## src/rtl/col_psum_accum.sv

```systemverilog
// rtl/col_psum_accum.sv - row partial-sum scatter-add accumulator with streaming drain
module col_psum_accum #(
    parameter int BIT_WIDTH     = 8,
    parameter int NO_COL_KERNEL = 5,
    parameter int NO_PIX_ROW    = 8,
    parameter int ACC_WIDTH     = 20,
    localparam int OUT_LEN      = NO_PIX_ROW + NO_COL_KERNEL - 1,
    localparam int PIX_W        = (NO_PIX_ROW > 1) ? $clog2(NO_PIX_ROW) : 1,
    localparam int IDX_W        = (OUT_LEN > 1) ? $clog2(OUT_LEN) : 1
) (
    input  logic                                   i_clk,
    input  logic                                   i_rst_n,
    input  logic [2*BIT_WIDTH*NO_COL_KERNEL-1:0]   i_feature_map_col,
    input  logic                                   i_valid,
    output logic                                   o_ready,
    output logic [ACC_WIDTH-1:0]                   o_psum,
    output logic                                   o_psum_valid,
    input  logic                                   i_psum_ready,
    output logic                                   o_row_done,
    output logic [PIX_W-1:0]                       o_pix_cnt
);

    typedef enum logic {ST_ACCUM, ST_DRAIN} state_t;

    state_t                 state_q, state_d;
    logic [ACC_WIDTH-1:0]   acc_q [OUT_LEN];
    logic [ACC_WIDTH-1:0]   acc_d [OUT_LEN];
    logic [ACC_WIDTH-1:0]   prod_ext [NO_COL_KERNEL];
    logic [PIX_W-1:0]       pix_cnt_q, pix_cnt_d;
    logic [IDX_W-1:0]       drain_idx_q, drain_idx_d;
    logic                   row_done_q, row_done_d;
    logic                   accept, drain_fire, last_pix, last_elem;

    assign accept     = (state_q == ST_ACCUM) && i_valid;
    assign drain_fire = (state_q == ST_DRAIN) && i_psum_ready;
    assign last_pix   = (pix_cnt_q == PIX_W'(NO_PIX_ROW - 1));
    assign last_elem  = (drain_idx_q == IDX_W'(OUT_LEN - 1));

    always_ff @(posedge i_clk or negedge i_rst_n) begin
        if (!i_rst_n) state_q <= ST_ACCUM;
        else          state_q <= state_d;
    end

    always_comb begin
        state_d = state_q;
        case (state_q)
            ST_ACCUM: if (accept && last_pix)     state_d = ST_DRAIN;
            ST_DRAIN: if (drain_fire && last_elem) state_d = ST_ACCUM;
            default:                               state_d = ST_ACCUM;
        endcase
    end

    always_comb begin
        o_ready      = (state_q == ST_ACCUM);
        o_psum_valid = (state_q == ST_DRAIN);
        o_psum       = '0;
        if (state_q == ST_DRAIN) begin
            for (int i = 0; i < OUT_LEN; i++)
                if (drain_idx_q == IDX_W'(i)) o_psum = acc_q[i];
        end
        o_row_done   = row_done_q;
        o_pix_cnt    = pix_cnt_q;
    end

    always_comb begin
        for (int k = 0; k < NO_COL_KERNEL; k++)
            prod_ext[k] = ACC_WIDTH'($signed(i_feature_map_col[2*k*BIT_WIDTH +: 2*BIT_WIDTH]));
    end

    // Each entry receives at most one lane per beat, and is cleared as it drains.
    always_comb begin
        for (int j = 0; j < OUT_LEN; j++) begin
            acc_d[j] = acc_q[j];
            if (accept) begin
                for (int k = 0; k < NO_COL_KERNEL; k++)
                    if (int'(pix_cnt_q) + k == j) acc_d[j] = acc_q[j] + prod_ext[k];
            end
            if (drain_fire && drain_idx_q == IDX_W'(j)) acc_d[j] = '0;
        end
    end

    always_comb begin
        pix_cnt_d   = pix_cnt_q;
        drain_idx_d = drain_idx_q;
        row_done_d  = drain_fire && last_elem;
        if (accept)     pix_cnt_d   = last_pix  ? '0 : pix_cnt_q + 1'b1;
        if (drain_fire) drain_idx_d = last_elem ? '0 : drain_idx_q + 1'b1;
    end

    always_ff @(posedge i_clk or negedge i_rst_n) begin
        if (!i_rst_n) begin
            for (int j = 0; j < OUT_LEN; j++) acc_q[j] <= '0;
            pix_cnt_q   <= '0;
            drain_idx_q <= '0;
            row_done_q  <= 1'b0;
        end else begin
            for (int j = 0; j < OUT_LEN; j++) acc_q[j] <= acc_d[j];
            pix_cnt_q   <= pix_cnt_d;
            drain_idx_q <= drain_idx_d;
            row_done_q  <= row_done_d;
        end
    end

endmodule

```

## config.mk

```make
export PLATFORM = sky130hd
export DESIGN_NAME = col_psum_accum
export DESIGN_NICKNAME = d
export VERILOG_FILES = /design/src/rtl/col_psum_accum.sv
export SDC_FILE = /design/constraint.sdc
export NUM_CORES = 1
export LEC_CHECK = 0
export CELL_PAD_IN_SITES_DETAIL_PLACEMENT = 1
export CELL_PAD_IN_SITES_GLOBAL_PLACEMENT = 1
export CORE_MARGIN = 2
export CORE_UTILIZATION = 50
export DETAILED_ROUTE_END_ITERATION = 10
export GPL_TIMING_DRIVEN = 0
export PLACE_DENSITY = 0.85
export SLEW_MARGIN = 5
export SYNTH_ARGS = -nofsm -noshare
export SYNTH_HDL_FRONTEND = slang
export SYNTH_SLANG_ARGS = --single-unit
```

## constraint.sdc

```tcl
create_clock -name i_clk -period 9.8 [get_ports i_clk]
set_clock_uncertainty 0.05 [all_clocks]
set_input_delay 1.47 -clock i_clk [delete_from_list [all_inputs] [get_ports i_clk]]
set_output_delay 1.47 -clock i_clk [all_outputs]
set_load 0.005 [all_outputs]
```

==> metrics.md <==
| Metric | Value |
|---|---|
| Via density | `6.91` |
| Crit path cell chain | `inv_1, ha_1, nor4b_1, clkbuf_1, a221oi_1, nor3_1, a221oi_1, a221oi_1, a31oi_1, o21ai_0, o211ai_1, a221oi_1, clkdlybuf4s50_1` |
| Cell-internal power | `roughly 0.0063 W` |
| Hold path cells | `1` |
| Sequential Power Share | `between 10% and 20%` |
| Clock buffer depth | `3` |
| Core area | `roughly 0.055 mm²` |
| Die width | `241 µm` |
| Worst reg2reg path depth | `20` |
| Root buffer cell | `clkbuf_16` |
| Worst Min Path Start | `acc_q[19]$_DFFE_PN0P_` |
| Netlist cell types | `a little under 80` |
| Most frequent cell after synthesis | `nand2_1` |
| Antenna viol nets, final | `0` |
| Critical path's most frequent cell | `a221oi_1` |
| Asr flop ratio synth | `100%` |
| Arrival time at the worst endpoint | `6.20 ns` |
| First-pass GRT wire length | `about 210,000 µm` |
| # clock sinks | `around 250` |
| I/O Pins | `110` |
| WL/cell | `29.3 µm` |
| Cell area after layout | `0.0311 mm²` |
| Fmax | `around 130 MHz` |
| Post-synth top area share | `between 20% and 30%` |
| Site Rows | `between 80 and 90` |
| Initial Utilization | `between 50% and 60%` |
| FF-to-FF Start | `o_pix_cnt[0]$_DFFE_PN0P_` |
| Slowest stage delay, CP | `0.91 ns` |
| Worst-Margin Slew | `~1.4 ns` |
| Area Growth Syn to Fin | `10.3%` |
| DR DRC count | `0` |
| WHS | `about 0.43 ns` |
| Post-synth top area cell | `dfrtp_1` |
| CTS buffer count | `35` |
| I/O Buffers | `just under 80` |
| Grt total ovfl | `0` |
| Top cells by count, synth | `nand2_1 (607), o21ai_0 (543), a21oi_1 (375)` |
| Power density cells | `455 mW/mm²` |
| PostCTS Resize Cnt | `0` |
| Most common flop cell mapped by yosys | `dfrtp_1` |
| GRT Total Usage | `a little under half` |
| Worst endpoint required time | `8.28 ns` |
| Vias | `between 30k and 40k` |
| Register area share after synthesis | `22.1%` |
| Routability cong. | `1.02` |
| Flops & latches, synth | `~250` |
| Crit end category | `primary output` |
| Hold buffers post-CTS | `0` |
| Clock Latency Late Sink | `0.59 ns` |
| Slowest CP cell | `a221oi_1` |
| Worst relative slew slack | `between 3 and 4%` |
| Psw | `0.00784 W` |
| Reg clk slew, reported paths | `~0.070 ns` |
| Synth area leaders | `dfrtp_1 (22%), ha_1 (11%), o21ai_0 (9.7%)` |
| Nets | `approximately 4.4k` |
| Cell Area, Synth | `between 0.02 and 0.03 mm²` |
| Final WL | `~140,000 µm` |
| Critical path peak fanout | `10` |
| Reg-to-reg slack, setup | `~2.8 ns` |
| Sw Share | `~56%` |
| Worst slack, placed | `just over 3 ns` |
| Final min period | `between 7 and 8 ns` |
| Max-slew violations | `0` |
| Fin crit share | `approximately four fifths` |
| Fin. Hold Viols | `0` |
| Yosys warnings | `0` |
| Worst vdd ir | `roughly 0.25 mV` |
| Setup repair after global routing missed its margin | `no` |
| Hold Crit Class | `flop to flop` |
| Vias in the first global route | `32.6k` |
| Detailed Place HPWL | `approximately 100,000 µm` |
| Avg Inst Size Synth | `approximately 7.2 µm²` |
| DRC marker count from the first detailed-route iteration | `approximately 3.7k` |
| Drt first pass iters | `6` |
| Total of max-cap violations | `0` |
| Placed instance area | `between 0.02 and 0.03 mm²` |
| DIE AREA | `slightly below 0.06 mm²` |
| Synthesized net count | `between 4k and 5k` |
| Postcts setup bufs | `0` |
| Setup CP Type | `flop to primary output` |
| Post-synth EDFFs | `0` |
| Layout cells sized above 1 | `approximately 2.6%` |
| Chip height | `~240 µm` |
| Critical Path Start Type | `flop` |
| Largest net degree at the start of global routing | `105` |
| CTS tree | `yes` |
| CTS H-tree lvls | `2` |
| Final setup viols | `0` |
| Worst setup margin | `just over 2 ns` |
| Syn Inst Count | `between 3k and 4k` |
| Clk pwr share | `under 10%` |
| Gate power share | `76.2%` |
| Leakage | `14.0 nW` |
| End of the worst hold path | `acc_q[19]$_DFFE_PN0P_` |
| R2r endpoint | `acc_q[114]$_DFFE_PN0P_` |
| Antenna violations before repair | `8` |
| Status | `complete, no violations` |
## per-stage QoR
step           std cells  util, %  total power, W  setup TNS [ns]
2_1_floorplan       3930        -         0.00924               0
3_3_place_gp        4755     53.9          0.0120        -1113.80
3_5_place_dp        4757     54.0          0.0123               0
4_1_cts             4818     56.0          0.0137               0
5_1_grt             4819     56.0          0.0151               0
6_report            4826     56.1          0.0141               0
## flip-flops by register name, summed over array words and instances, names as in the netlist
name and flops:
o_psum_valid 1, o_pix_cnt 3, acc_q 240, o_row_done 1
drain_idx_q 4
## worst max-delay path: cells and delay by family, from the launching register on
family                     cells  cell delay (ns)
buffers and inverters          3             1.12
DFF                            1             0.42
AOI/OAI and AO/OA              7             2.39
adders and majority gates      1             0.56
and+or+nand+nor                2             1.10
## logic make-up (layout without fill, tap and decap cells)
kind of cell,Yosys count,in the layout,synth area share (%)
AOI/OAI and AO/OA,1421,1421,30.5
other,0,7,0
adders and majority gates,267,267,12.2
buffers and inverters,408,549,5.45
xor gates and xnor gates,182,182,5.66
and+or+nand+nor,1304,1304,20.5
DFF,249,249,22.1
muxes,99,99,3.57
## worst max path at each step
stage | from | endpoint | slack, ns | cells past startpoint
6_report | drain_idx_q[1]$_DFFE_PN0P_ | o_psum[19] | 2.08 | 13
4_1_cts | drain_idx_q[1]$_DFFE_PN0P_ | o_psum[19] | 2.44 | 13
3_3_place_gp | i_rst_n | acc_q[119]$_DFFE_PN0P_ | -4.52 | 1
3_5_place_dp | drain_idx_q[0]$_DFFE_PN0P_ | o_psum[19] | 3.03 | 13
5_1_grt | drain_idx_q[0]$_DFFE_PN0P_ | o_psum[19] | 2.07 | 13
2_1_floorplan | o_pix_cnt[0]$_DFFE_PN0P_ | acc_q[114]$_DFFE_PN0P_ | 4.70 | 20
## metal layers
layer  part of all wire, %  GRT usage (%)  up-vias
li1                      -              -    14400
met1                    38           58.8    16200
met4                   9.4           37.8        4
met5                 0.038          0.337        -
met2                    41           69.3     2063
met3                    11           14.2      708
## power by group through the flow
stage	logic [W]	clock network (W)	registers (W)
floorplan	0.00746	0	0.00179
global placement	0.00993	0	0.00202
detailed placement	0.0103	0	0.00203
CTS	0.0104	0.00131	0.00202
global route	0.0117	0.00134	0.00207
finish	0.0108	0.00131	0.00205
## layout by cell type (no fill, tap or decap), drive strengths merged, types with 76 or more instances in the layout
cell type | Yosys | final
a211oi | 95 | 95
a21o | 81 | 81
a21oi | 375 | 375
clkbuf | 281 | 331
clkdlybuf4s50 | 0 | 76
dfrtp | 249 | 249
ha | 255 | 255
inv | 99 | 103
mux2i | 91 | 91
nand2 | 607 | 607
nand3 | 219 | 219
nor2 | 221 | 221
nor3 | 78 | 78
o21ai | 550 | 550
xnor2 | 84 | 84
xor2 | 98 | 98
## cell type report
type                       count  area, µm²
fill                        7275      24400
antenna                        7       17.5
inverter                      99        372
buffer                       309       1160
clock inverter                11        106
clock buffer                  50       1000
timing repair buffer          80        838
tap                          748        936
multi-input combinational   3273      20400
sequential                   249       6230
Power figures use the tool's default switching activity.
